<file path="src/rtl/labft_fault_manager.sv">
// labft_fault_manager: classifies LABFT row-check failures as transient or
// permanent. A failing check flushes the checker's accumulators, then asks
// the host to re-run the tile. Too many consecutive failures raise irq.
module labft_fault_manager #(
  parameter int arraySize   = 4,
  parameter int maxRetries  = 2,
  parameter int flushCycles = 2,
  parameter int countBits   = 16
) (
  input  logic                 clk,
  input  logic                 rst,
  input  logic                 check_valid,
  input  logic [arraySize-1:0] error,
  input  logic                 retry_ack,
  input  logic                 clear_fault,
  output logic                 interrupt,
  output logic                 retry_req,
  output logic                 irq,
  output logic [arraySize-1:0] sticky_error,
  output logic [arraySize-1:0] last_error,
  output logic [countBits-1:0] fault_count
);

  // retry_cnt must be able to hold maxRetries+1, the value that trips FAULT.
  localparam int RetryW = $clog2(maxRetries + 2);
  localparam int FlushW = (flushCycles > 1) ? $clog2(flushCycles) : 1;
  localparam logic [RetryW-1:0] MaxRetriesV = RetryW'(maxRetries);
  localparam logic [FlushW-1:0] FlushInitV  = FlushW'(flushCycles - 1);

  typedef enum logic [1:0] {
    IDLE  = 2'd0,
    FLUSH = 2'd1,
    RETRY = 2'd2,
    FAULT = 2'd3
  } state_e;

  state_e               state_q;
  logic [RetryW-1:0]    retry_cnt_q;
  logic [FlushW-1:0]    flush_cnt_q;
  logic                 interrupt_q;
  logic                 retry_req_q;
  logic                 irq_q;
  logic [arraySize-1:0] sticky_q;
  logic [arraySize-1:0] last_q;
  logic [countBits-1:0] count_q;

  // A failing result is only acted on while waiting for a check.
  logic                 fail_accept;
  logic [RetryW-1:0]    retry_cnt_inc;
  logic [arraySize-1:0] sticky_base;
  logic [countBits-1:0] count_base;
  logic [countBits-1:0] count_d;

  assign fail_accept   = (state_q == IDLE) && check_valid && (error != '0);
  assign retry_cnt_inc = retry_cnt_q + 1'b1;
  // clear_fault applies before a coincident failing check is folded in.
  assign sticky_base   = clear_fault ? '0 : sticky_q;
  assign count_base    = clear_fault ? '0 : count_q;
  assign count_d       = (count_base == '1) ? count_base : count_base + 1'b1;

  // Diagnostic registers: sticky/last error vectors and saturating count.
  // NOTE: every register here is async-reset and assigned with <= only, so
  // all outputs drop to 0 the moment rst falls and no ordering races exist.
  always_ff @(posedge clk or negedge rst) begin
    if (!rst) begin
      sticky_q <= '0;
      last_q   <= '0;
      count_q  <= '0;
    end else if (fail_accept) begin
      last_q   <= error;
      sticky_q <= sticky_base | error;
      count_q  <= count_d;
    end else if (clear_fault) begin
      sticky_q <= '0;
      last_q   <= '0;
      count_q  <= '0;
    end
  end

  // Recovery FSM with registered interrupt / retry_req / irq outputs.
  always_ff @(posedge clk or negedge rst) begin
    if (!rst) begin
      state_q     <= IDLE;
      retry_cnt_q <= '0;
      flush_cnt_q <= '0;
      interrupt_q <= 1'b0;
      retry_req_q <= 1'b0;
      irq_q       <= 1'b0;
    end else begin
      case (state_q)
        IDLE: begin
          if (check_valid) begin
            if (error == '0) begin
              retry_cnt_q <= '0;
            end else begin
              retry_cnt_q <= retry_cnt_inc;
              if (retry_cnt_inc > MaxRetriesV) begin
                state_q <= FAULT;
                irq_q   <= 1'b1;
              end else begin
                state_q     <= FLUSH;
                interrupt_q <= 1'b1;
                flush_cnt_q <= FlushInitV;
              end
            end
          end
        end
        FLUSH: begin
          if (flush_cnt_q == '0) begin
            state_q     <= RETRY;
            interrupt_q <= 1'b0;
            retry_req_q <= 1'b1;
          end else begin
            flush_cnt_q <= flush_cnt_q - 1'b1;
          end
        end
        RETRY: begin
          // retry_cnt is kept so the re-executed check counts toward the limit.
          if (retry_ack) begin
            state_q     <= IDLE;
            retry_req_q <= 1'b0;
          end
        end
        FAULT: begin
          if (clear_fault) begin
            state_q     <= IDLE;
            irq_q       <= 1'b0;
            retry_cnt_q <= '0;
          end
        end
        default: begin
          state_q <= IDLE;
        end
      endcase
    end
  end

  assign interrupt    = interrupt_q;
  assign retry_req    = retry_req_q;
  assign irq          = irq_q;
  assign sticky_error = sticky_q;
  assign last_error   = last_q;
  assign fault_count  = count_q;

endmodule
</file>
<file path="config.mk">
export PLATFORM = sky130hd
export DESIGN_NAME = labft_fault_manager
export DESIGN_NICKNAME = d
export VERILOG_FILES = /design/src/rtl/labft_fault_manager.sv
export SDC_FILE = /design/constraint.sdc
export NUM_CORES = 1
export LEC_CHECK = 0
export ABC_AREA = 1
export CAP_MARGIN = 15
export CORE_MARGIN = 3
export CORE_UTILIZATION = 45
export CTS_CLUSTER_SIZE = 20
export DETAILED_ROUTE_END_ITERATION = 10
export PLACE_DENSITY = 0.7
export SETUP_SLACK_MARGIN = 0.2
export SLEW_MARGIN = 10
export SYNTH_ARGS = -nofsm -noshare
export SYNTH_HDL_FRONTEND = slang
export SYNTH_SLANG_ARGS = --single-unit
</file>
<file path="constraint.sdc">
create_clock -name clk -period 2 [get_ports clk]
set_input_delay 0.2 -clock clk [delete_from_list [all_inputs] [get_ports clk]]
set_output_delay 0.2 -clock clk [all_outputs]
set_load 0.02 [all_outputs]
</file>
==> flow_metrics.env, run 1 <==
export IMPL_finalMaxSlewViolations=0
export IMPL_routed_wl_mm=4.69
export IMPL_totalPowerFinal_uw=2280
export IMPL_min_path_type="primary input to asynchronous set/reset pin"
export IMPL_routabilityCongestion=0.890
export IMPL_synth_avg_cell_area_um2=6.99
export IMPL_coreArea_um2=4090
export IMPL_cts_hold_buf=0
export IMPL_ys_seq_area_frac=0.411
export IMPL_power_density_nw_per_um2=890
export IMPL_diodes=0
export IMPL_crit_fanout=3
export IMPL_start_util=0.477
export IMPL_die_area_um2=5160
export IMPL_track_usage=0.201
export IMPL_io_buffers=35
export IMPL_clock_sinks=32
export IMPL_syn_nets=290
export IMPL_multi_input_area_um2=950
export IMPL_crit_required_ns=2.18
export IMPL_rsz0062_at_grt="true"
export IMPL_htree_levels=2
export IMPL_drt_iter0_markers=89
export IMPL_status="complete, no violations"
export IMPL_stdcell_count=382
export IMPL_grt_busiest_layer="met2"
export IMPL_antenna_found_initial=0
export IMPL_grtUsageMet2=0.314
export IMPL_worst_path_buf_inv=2
export IMPL_clockBufferDepth=2
export IMPL_drc=0
export IMPL_hold_viol_final=0
export IMPL_syn_to_final_growth_pct=31.1
export IMPL_tightest_slew_ns=0.415
export IMPL_rows=23
export IMPL_slew_headroom=0.723
export IMPL_place_inst=371
export IMPL_die_y_um=71.8
export IMPL_path_clk_slew_ns=0.08
export IMPL_met1_usage=0.275
export IMPL_synth_area_um2=1950
export IMPL_finalNetCount=342
export IMPL_clock_latency_ns=0.29
export IMPL_yosys_warnings=0
export IMPL_cpPeakStageDelay_ns=0.36
export IMPL_drive_above_1_share=0.130
export IMPL_skew_ns=0.00471
export IMPL_cts_buffers=5
export IMPL_viasPerCell=5.07
export IMPL_path_cells="inv_1, nor2_2, ha_2, nand2_1, nor2_4, nand2_2, inv_1, nand2_1, nor2_2, nand3_1, nor2_1, nor2_1"
export IMPL_io_pins=36
export IMPL_cp_start_kind="register"
export IMPL_tns_ns=0
export IMPL_setup_violations=0
export IMPL_grt_pass1_vias=1778
export IMPL_seqCellArea_um2=801
export IMPL_cts_tree="done"
export IMPL_ir_drop_mv=0.596
export IMPL_crit_arrival_ns=1.83
export IMPL_crit_family="simple AND/OR/NAND/NOR gates"
export IMPL_setup_slack_ns=0.350
export IMPL_n_fill_cell=380
export IMPL_slowest_stage="dfrtp_1"
export IMPL_drt_first_pass_iters=5
export IMPL_syn_inst=279
export IMPL_grt_pass1_wl_mm=8.13
export IMPL_num_vias=1938
export IMPL_cellLeakagePower_uw=0.00126
export IMPL_drv_cap=0
export IMPL_fmax_mhz=606
export IMPL_hpwl_mm=3.41
export IMPL_synthDistinctLibCells=25
export IMPL_post_route_period_util=0.825
export IMPL_ant_nets=0
export IMPL_crit_type="register to register"
export IMPL_use_met3=0.0449
export IMPL_die_x_um=71.8
export IMPL_wl_per_cell_um=12.3
export IMPL_place_ws_ns=-0.0860
export IMPL_grt_max_degree=33
export IMPL_rrSetupSlack_ns=0.35
export IMPL_crit_path_end_kind="register"
export IMPL_cts_root_buffer_cell="clkbuf_8"
export IMPL_post_route_min_period_ns=1.65
export IMPL_overflow=0
export IMPL_ys_ff_latch=32
[timing repair]
action / 4_1_cts / 5_1_grt
endpoints found under the hold margin: 0 / 0
endpoints found under the setup margin: 0 / 16
gates resized for setup: 0 / 6
setup buffers: 0 / 3
[path summary, 6_finish.rpt]
path | cells after the start | from | to
min in group clk | 4 | clear_fault | fault_count[1]
worst max register to register | 12 | fault_count[1] | fault_count[14]
worst min register to register | 1 | flush_cnt_q | retry_req
worst max-delay path | 12 | fault_count[1] | fault_count[14]
max in group asynchronous | 2 | rst | fault_count[8]
worst min-delay path | 2 | rst | fault_count[5]
[final cells by class]
class | count | share of cell area
Timing Repair Buffer | 52 | 0.188
Multi-Input combinational cell | 195 | 0.371
Sequential cell | 32 | 0.313
Clock inverter | 3 | 0.00930
Tap cell | 50 | 0.0245
Inverter | 45 | 0.0670
Clock buffer | 5 | 0.0269
[through the flow]
| step | instance area, um^2 | hold slack (ns) | util |
|---|---|---|---|
| after global routing | 2560 | 0.332 | 0.626 |
| after global placement | 2420 | 0.467 | 0.593 |
| after floorplan | 1950 | -0.0956 | - |
| after CTS | 2520 | 0.323 | 0.616 |
| after detailed placement | 2420 | 0.459 | 0.593 |
| final | 2560 | 0.298 | 0.626 |
[cells in the final DEF, fill, tap and decap left out]
cell type,instances
clkinvlp_4,2
ha_2,1
nor2_4,3
buf_4,17
o21ai_0,29
xnor2_1,2
nand2_4,1
nor2_1,25
nand4_1,6
nand2_1,81
ha_1,1
dfrtp_1,32
inv_4,1
inv_2,1
nand4_2,1
nand3b_1,1
clkdlybuf4s50_1,34
xor2_1,2
nor3_2,1
clkbuf_8,5
nand2_2,2
dlymetal6s2s_1,1
a21oi_1,2
inv_1,43
nand3_2,2
clkinv_4,1
nor2_2,5
nand3_1,27
o31ai_1,3
[where the power goes]
part / switching (uW) / leakage [uW] / total, uW / internal [uW]
clock network: 279 / 0.0000404 / 525 / 246
registers: 91.4 / 0.000425 / 880 / 789
logic: 499 / 0.000793 / 871 / 372
[Yosys cell counts, drive strengths merged]
| master | instances | area share |
|---|---|---|
| nand3b | 1 | 0.0039 |
| o21ai | 29 | 0.074 |
| nand3 | 29 | 0.080 |
| ha | 2 | 0.013 |
| xor2 | 2 | 0.0090 |
| o31ai | 3 | 0.012 |
| xnor2 | 2 | 0.0090 |
| buf | 6 | 0.020 |
| a21oi | 2 | 0.0051 |
| nor2 | 33 | 0.079 |
| dfrtp | 32 | 0.41 |
| nand2 | 84 | 0.17 |
| nor3 | 1 | 0.0026 |
| clkbuf | 1 | 0.0026 |
| inv | 45 | 0.087 |
| nand4 | 7 | 0.026 |
[kinds of logic (layout without fill, tap and decap cells)]
logic type               after synthesis  in the layout  synth area share
AND/OR/NAND/NOR                      155            155             0.359
buffers and inverters                 52            105             0.109
AO/OA/AOI/OAI                         34             34            0.0911
flip-flops                            32             32             0.411
XOR/XNOR                               4              4            0.0180
adder cells (fa/ha/maj)                2              2            0.0128
[state kept, by name (all words and copies together) (netlist names)]
| name | cells |
|---|---|
| irq | 1 |
| fault_count | 16 |
| interrupt | 1 |
| retry_req | 1 |
| state_q | 2 |
| sticky_error | 4 |
| flush_cnt_q | 1 |
| last_error | 4 |
| retry_cnt_q | 2 |
[per-layer routing]
layer  vias to the layer above  routed length (um)
met5                         -                   0
met4                         0                  54
met3                         5                 270
met2                        70                2120
met1                       876                2250
li1                        987                   -
[worst reg2reg max path: cells and delay by family, from the launching register on]
family	cells	cell delay (ns)
and+or+nand+nor	9	0.86
adders and majority gates	1	0.19
buffers and inverters	2	0.11
DFF	1	0.36
Note: power is estimated with default switching activity, not from simulation.
==> inputs of run 2 (changes only) <==
clock period = 1.65 ns   (was 2 ns; I/O delays follow)
==> run 2 against run 1 <==
Design area increased by 12%. Critical endpoint is now fault_count[6]. Sequential cell count unchanged. Critical path depth decreased by 2. Non-clock buffer count increased by 22. Die area unchanged. Total power increased by 32%. Worst setup slack got worse by 0.26 ns. Routed wire length increased by 14%.
==> flow_metrics.env, run 2 (synthesis results as in run 1) <==
export IMPL_drive_above_1_share=0.229
export IMPL_hpwl_mm=3.73
export IMPL_routabilityCongestion=0.938
export IMPL_utilization=0.700
export IMPL_drv_cap=0
export IMPL_fmax_mhz=640
export IMPL_htree_levels=2
export IMPL_coreArea_um2=4090
export IMPL_die_x_um=71.8
export IMPL_n_fill_cell=338
export IMPL_crit_required_ns=1.82
export IMPL_slew_headroom=0.723
export IMPL_finalNetCount=364
export IMPL_crit_path_end_kind="register"
export IMPL_setup_violations=0
export IMPL_wl_per_cell_um=13.3
export IMPL_rsz0062_at_grt="true"
export IMPL_crit_arrival_ns=1.73
export IMPL_place_ws_ns=-0.364
export IMPL_track_usage=0.221
export IMPL_io_pins=36
export IMPL_ir_drop_mv=0.756
export IMPL_tightest_slew_ns=0.416
export IMPL_cellLeakagePower_uw=0.00156
export IMPL_final_cell_mix="nand2_1, inv_1, buf_4"
export IMPL_cp_start_kind="register"
export IMPL_largest_reg_flops=16
export IMPL_path_clk_slew_ns=0.07
export IMPL_cts_buffers=5
export IMPL_grt_max_degree=33
export IMPL_io_buffers=35
export IMPL_cts_root_buffer_cell="clkbuf_8"
export IMPL_drc=0
export IMPL_grt_pass1_vias=1915
export IMPL_diodes=0
export IMPL_routed_wl_mm=5.36
export IMPL_cts_tree="done"
export IMPL_post_route_period_util=0.947
export IMPL_start_util=0.477
export IMPL_ant_nets=0
export IMPL_cts_hold_buf=0
export IMPL_drt_first_pass_iters=5
export IMPL_final_common_cell="nand2_1"
export IMPL_power_density_nw_per_um2=1050
export IMPL_rrSetupSlack_ns=0.09
export IMPL_finalMaxSlewViolations=0
export IMPL_hold_viol_final=0
export IMPL_grt_pass1_wl_mm=8.95
export IMPL_clock_sinks=32
export IMPL_overflow=0
export IMPL_num_vias=2051
export IMPL_die_area_um2=5160
export IMPL_antenna_found_initial=0
export IMPL_status="complete, no violations"
export IMPL_clockBufferDepth=2
export IMPL_clock_latency_ns=0.29
export IMPL_setup_slack_ns=0.0868
export IMPL_crit_fanout=3
export IMPL_viasPerCell=5.08
export IMPL_drt_iter0_markers=112
export IMPL_min_path_type="primary input to asynchronous set/reset pin"
export IMPL_die_y_um=71.8
export IMPL_crit_type="register to register"
export IMPL_skew_ns=0.00764
export IMPL_syn_to_final_growth_pct=46.7
export IMPL_tns_ns=0
export IMPL_rows=23
export IMPL_post_route_min_period_ns=1.56
==> run 2: cell types whose count changed in the layout (fill, tap and decap cells not counted), moves of 3 or more <==
| cell | before | now |
|---|---|---|
| o21ai_1 | 0 | 4 |
| nor2_4 | 3 | 9 |
| nand2_1 | 81 | 77 |
| inv_1 | 43 | 39 |
| nor2_1 | 25 | 21 |
| o21ai_0 | 29 | 25 |
| inv_2 | 1 | 4 |
| dlygate4sd2_1 | 0 | 14 |
| buf_4 | 17 | 36 |
| dlymetal6s2s_1 | 1 | 4 |
| clkdlybuf4s50_1 | 34 | 15 |
| nand2_4 | 1 | 4 |
==> run 2: area by class of cell <==
type	count	area, um^2	share of cell area
clock inverters	2	35.0	0.0122
well taps	50	62.6	0.0219
multi-input cells	195	1050	0.367
repair buffers	74	664	0.232
clock buffers	6	72.6	0.0254
flip-flops and latches	32	803	0.281
inverters	45	174	0.0608
==> run 2: worst max-delay path: stages, from the launching register on <==
cell	delay, ns
dfrtp_2	0.36
inv_2	0.04
nor2_4	0.13
ha_4	0.17
nand2_4	0.06
nor2_4	0.13
nand2_4	0.09
buf_4	0.14
xor2_1	0.13
o21ai_1	0.12
o21ai_1	0.07
==> run 2: path summary, 6_finish.rpt <==
kind / from / end / cells past startpoint
max in group asynchronous: rst / fault_count[0] / 2
worst min register to register: flush_cnt_q / retry_req / 1
min in group clk: error[3] / sticky_error[3] / 3
worst max register to register: fault_count[0] / fault_count[6] / 10
worst max-delay path: fault_count[0] / fault_count[6] / 10
worst min-delay path: rst / fault_count[5] / 2
==> run 2: metal layers <==
layer | track usage | part of all wire
met5 | 0 | 0
met1 | 0.311 | 0.47
met2 | 0.343 | 0.46
met4 | 0.0605 | 0.015
met3 | 0.0505 | 0.052
==> run 2: report_power, final <==
group	internal (uW)	switching, uW	total (uW)
clock	448	301	749
sequential	960	101	1060
combinational	513	682	1190
==> run 2: timing repair <==
item	in CTS	in global routing
buffers inserted	4	5
gates resized for setup	36	17
setup endpoints to repair	31	20
pin swaps	7	4
==> run 2: stage by stage <==
step	std cells	hold slack, ns	cell area, um^2	total power [uW]
6_report	404	0.274	2860	3000
3_5_place_dp	387	0.475	2580	2210
2_1_floorplan	279	-0.131	1970	1700
3_3_place_gp	387	0.461	2580	2190
4_1_cts	399	0.287	2760	2980
5_1_grt	404	0.312	2860	3190
==> inputs of run 3 (changes only) <==
CORE_UTILIZATION = 30   (was 45)
CTS_CLUSTER_DIAMETER = 30   (was not set)
PLACE_DENSITY = 0.51   (was 0.7)
==> run 3 against run 2 <==
First-iteration DRC count fell by 19%. Non-clock buffer count increased by 1. Cell count is 6.4% higher. Count of clock-buffer cells in the layout stayed put. Register-to-register slack barely moved. Total power up 0.14%. Sequential power hardly changed. Critical path type unchanged. Sequential share of layout area is 0.33 points lower. Worst setup slack got worse by 0.011 ns. Routed wire length shrank 0.95%. Largest power group unchanged.
==> flow_metrics.env, run 3 (synthesis results as in run 1) <==
export IMPL_whs_ns=0.285
export IMPL_drv_cap=0
export IMPL_skew_ns=0.00719
export IMPL_largest_reg_flops=16
export IMPL_die_x_um=86.6
export IMPL_overflow=0
export IMPL_cts_buffers=5
export IMPL_rows=28
export IMPL_drive_above_1_share=0.237
export IMPL_p_clk_frac=0.251
export IMPL_io_buffers=35
export IMPL_track_usage=0.151
export IMPL_combPwrFrac=0.394
export IMPL_rsz0062_at_grt="true"
export IMPL_path_clk_slew_ns=0.07
export IMPL_min_path_type="primary input to asynchronous set/reset pin"
export IMPL_drt_iter0_markers=91
export IMPL_p_sw_uw=1090
export IMPL_grt_pass1_vias=1949
export IMPL_hold_viol_final=0
export IMPL_p_int_uw=1920
export IMPL_cellLeakagePower_uw=0.00162
export IMPL_cts_root_buffer_cell="clkbuf_8"
export IMPL_routabilityCongestion=0.823
export IMPL_grt_pass1_wl_mm=9.03
export IMPL_cts_hold_buf=0
export IMPL_power_density_nw_per_um2=1040
export IMPL_htree_levels=2
export IMPL_finalMaxSlewViolations=0
export IMPL_post_route_period_util=0.954
export IMPL_die_area_um2=7510
export IMPL_crit_type="register to register"
export IMPL_cts_tree="done"
export IMPL_grt_max_degree=33
export IMPL_clock_latency_ns=0.28
export IMPL_r2r_start="fault_count[1]"
export IMPL_ant_nets=0
export IMPL_final_common_cell="nand2_1"
export IMPL_clockBufferDepth=2
export IMPL_slew_headroom=0.709
export IMPL_pwr_share_seq=0.355
export IMPL_fmax_mhz=635
export IMPL_viasPerCell=4.65
export IMPL_antenna_found_initial=0
export IMPL_crit_fanout=3
export IMPL_clock_sinks=32
export IMPL_cp_start_kind="register"
export IMPL_crit_path_end_kind="register"
export IMPL_coreArea_um2=6100
export IMPL_swShare=0.362
export IMPL_io_pins=36
export IMPL_tightest_slew_ns=0.437
export IMPL_tns_ns=0
export IMPL_wl_per_cell_um=12.3
export IMPL_num_vias=2001
export IMPL_die_y_um=86.6
export IMPL_crit_arrival_ns=1.75
export IMPL_diodes=0
export IMPL_start_util=0.320
export IMPL_ir_drop_mv=0.597
export IMPL_post_route_min_period_ns=1.57
export IMPL_crit_required_ns=1.83
export IMPL_finalNetCount=365
export IMPL_final_cell_mix="nand2_1, inv_1, buf_4"
export IMPL_drt_first_pass_iters=4
export IMPL_setup_violations=0
export IMPL_routed_wl_mm=5.31
export IMPL_status="complete, no violations"
export IMPL_hpwl_mm=3.86
export IMPL_syn_to_final_growth_pct=48.7
export IMPL_drc=0
export IMPL_startpoint="fault_count[1]"
run 3: final cells by class:
type	instances	area, um^2
fillers	627	3200
multi-input cells	195	1040
flip-flops and latches	32	805
repair buffers	75	683
inverters	45	169
well taps	75	93.8
clock buffers	6	72.6
clock inverters	2	35.0
run 3: timing repair:
action	in CTS	in global routing
setup endpoints to repair	31	33
pin swaps	6	9
resized for setup	30	27
setup buffers	2	6
run 3: path summary, 6_finish.rpt:
kind                              endpoint  slack (ns)  depth (start not counted)
setup / recovery            fault_count[6]        0.08                         11
hold / removal             sticky_error[0]        0.28                          2
setup reg to reg            fault_count[6]        0.08                         11
hold reg to reg                  interrupt        0.48                          2
max in group asynchronous   fault_count[0]        1.02                          2
min in group clk                 interrupt        0.48                          2
run 3: power groups by stage:
stage,Sequential (uW),Clock [uW],Combinational (uW)
2_1_floorplan,1220,0,487
3_3_place_gp,1070,0,1130
3_5_place_dp,1080,0,1140
4_1_cts,1060,779,1150
5_1_grt,1090,810,1310
6_report,1070,757,1180
run 3: metrics by stage:
step           cells  worst slack, ns  instance area (um^2)  total power, uW   util
2_1_floorplan    279           0.0137                  1970             1700      -
3_3_place_gp     414           -0.321                  2630             2210  0.432
3_5_place_dp     414           -0.394                  2630             2220  0.432
4_1_cts          424            0.118                  2780             2990  0.455
5_1_grt          430          -0.0422                  2900             3210  0.476
6_report         430           0.0756                  2900             3010  0.476
run 3: worst max-delay path: stages (launching register included):
cell and delay, ns:
dfrtp_2 0.37, inv_2 0.05, nor2_4 0.10, ha_4 0.15
nand2_4 0.05, nor2_4 0.10, nand2_2 0.08, buf_4 0.13
buf_4 0.12, xor2_1 0.13, o21ai_1 0.11, o21ai_1 0.07
run 3: layer usage:
layer  part of all wire  GRT usage  wire length (um)
met5                  0          0                 0
met4              0.014     0.0467                72
met3              0.032     0.0295               171
met2               0.46      0.243              2440
met1               0.49      0.206              2620
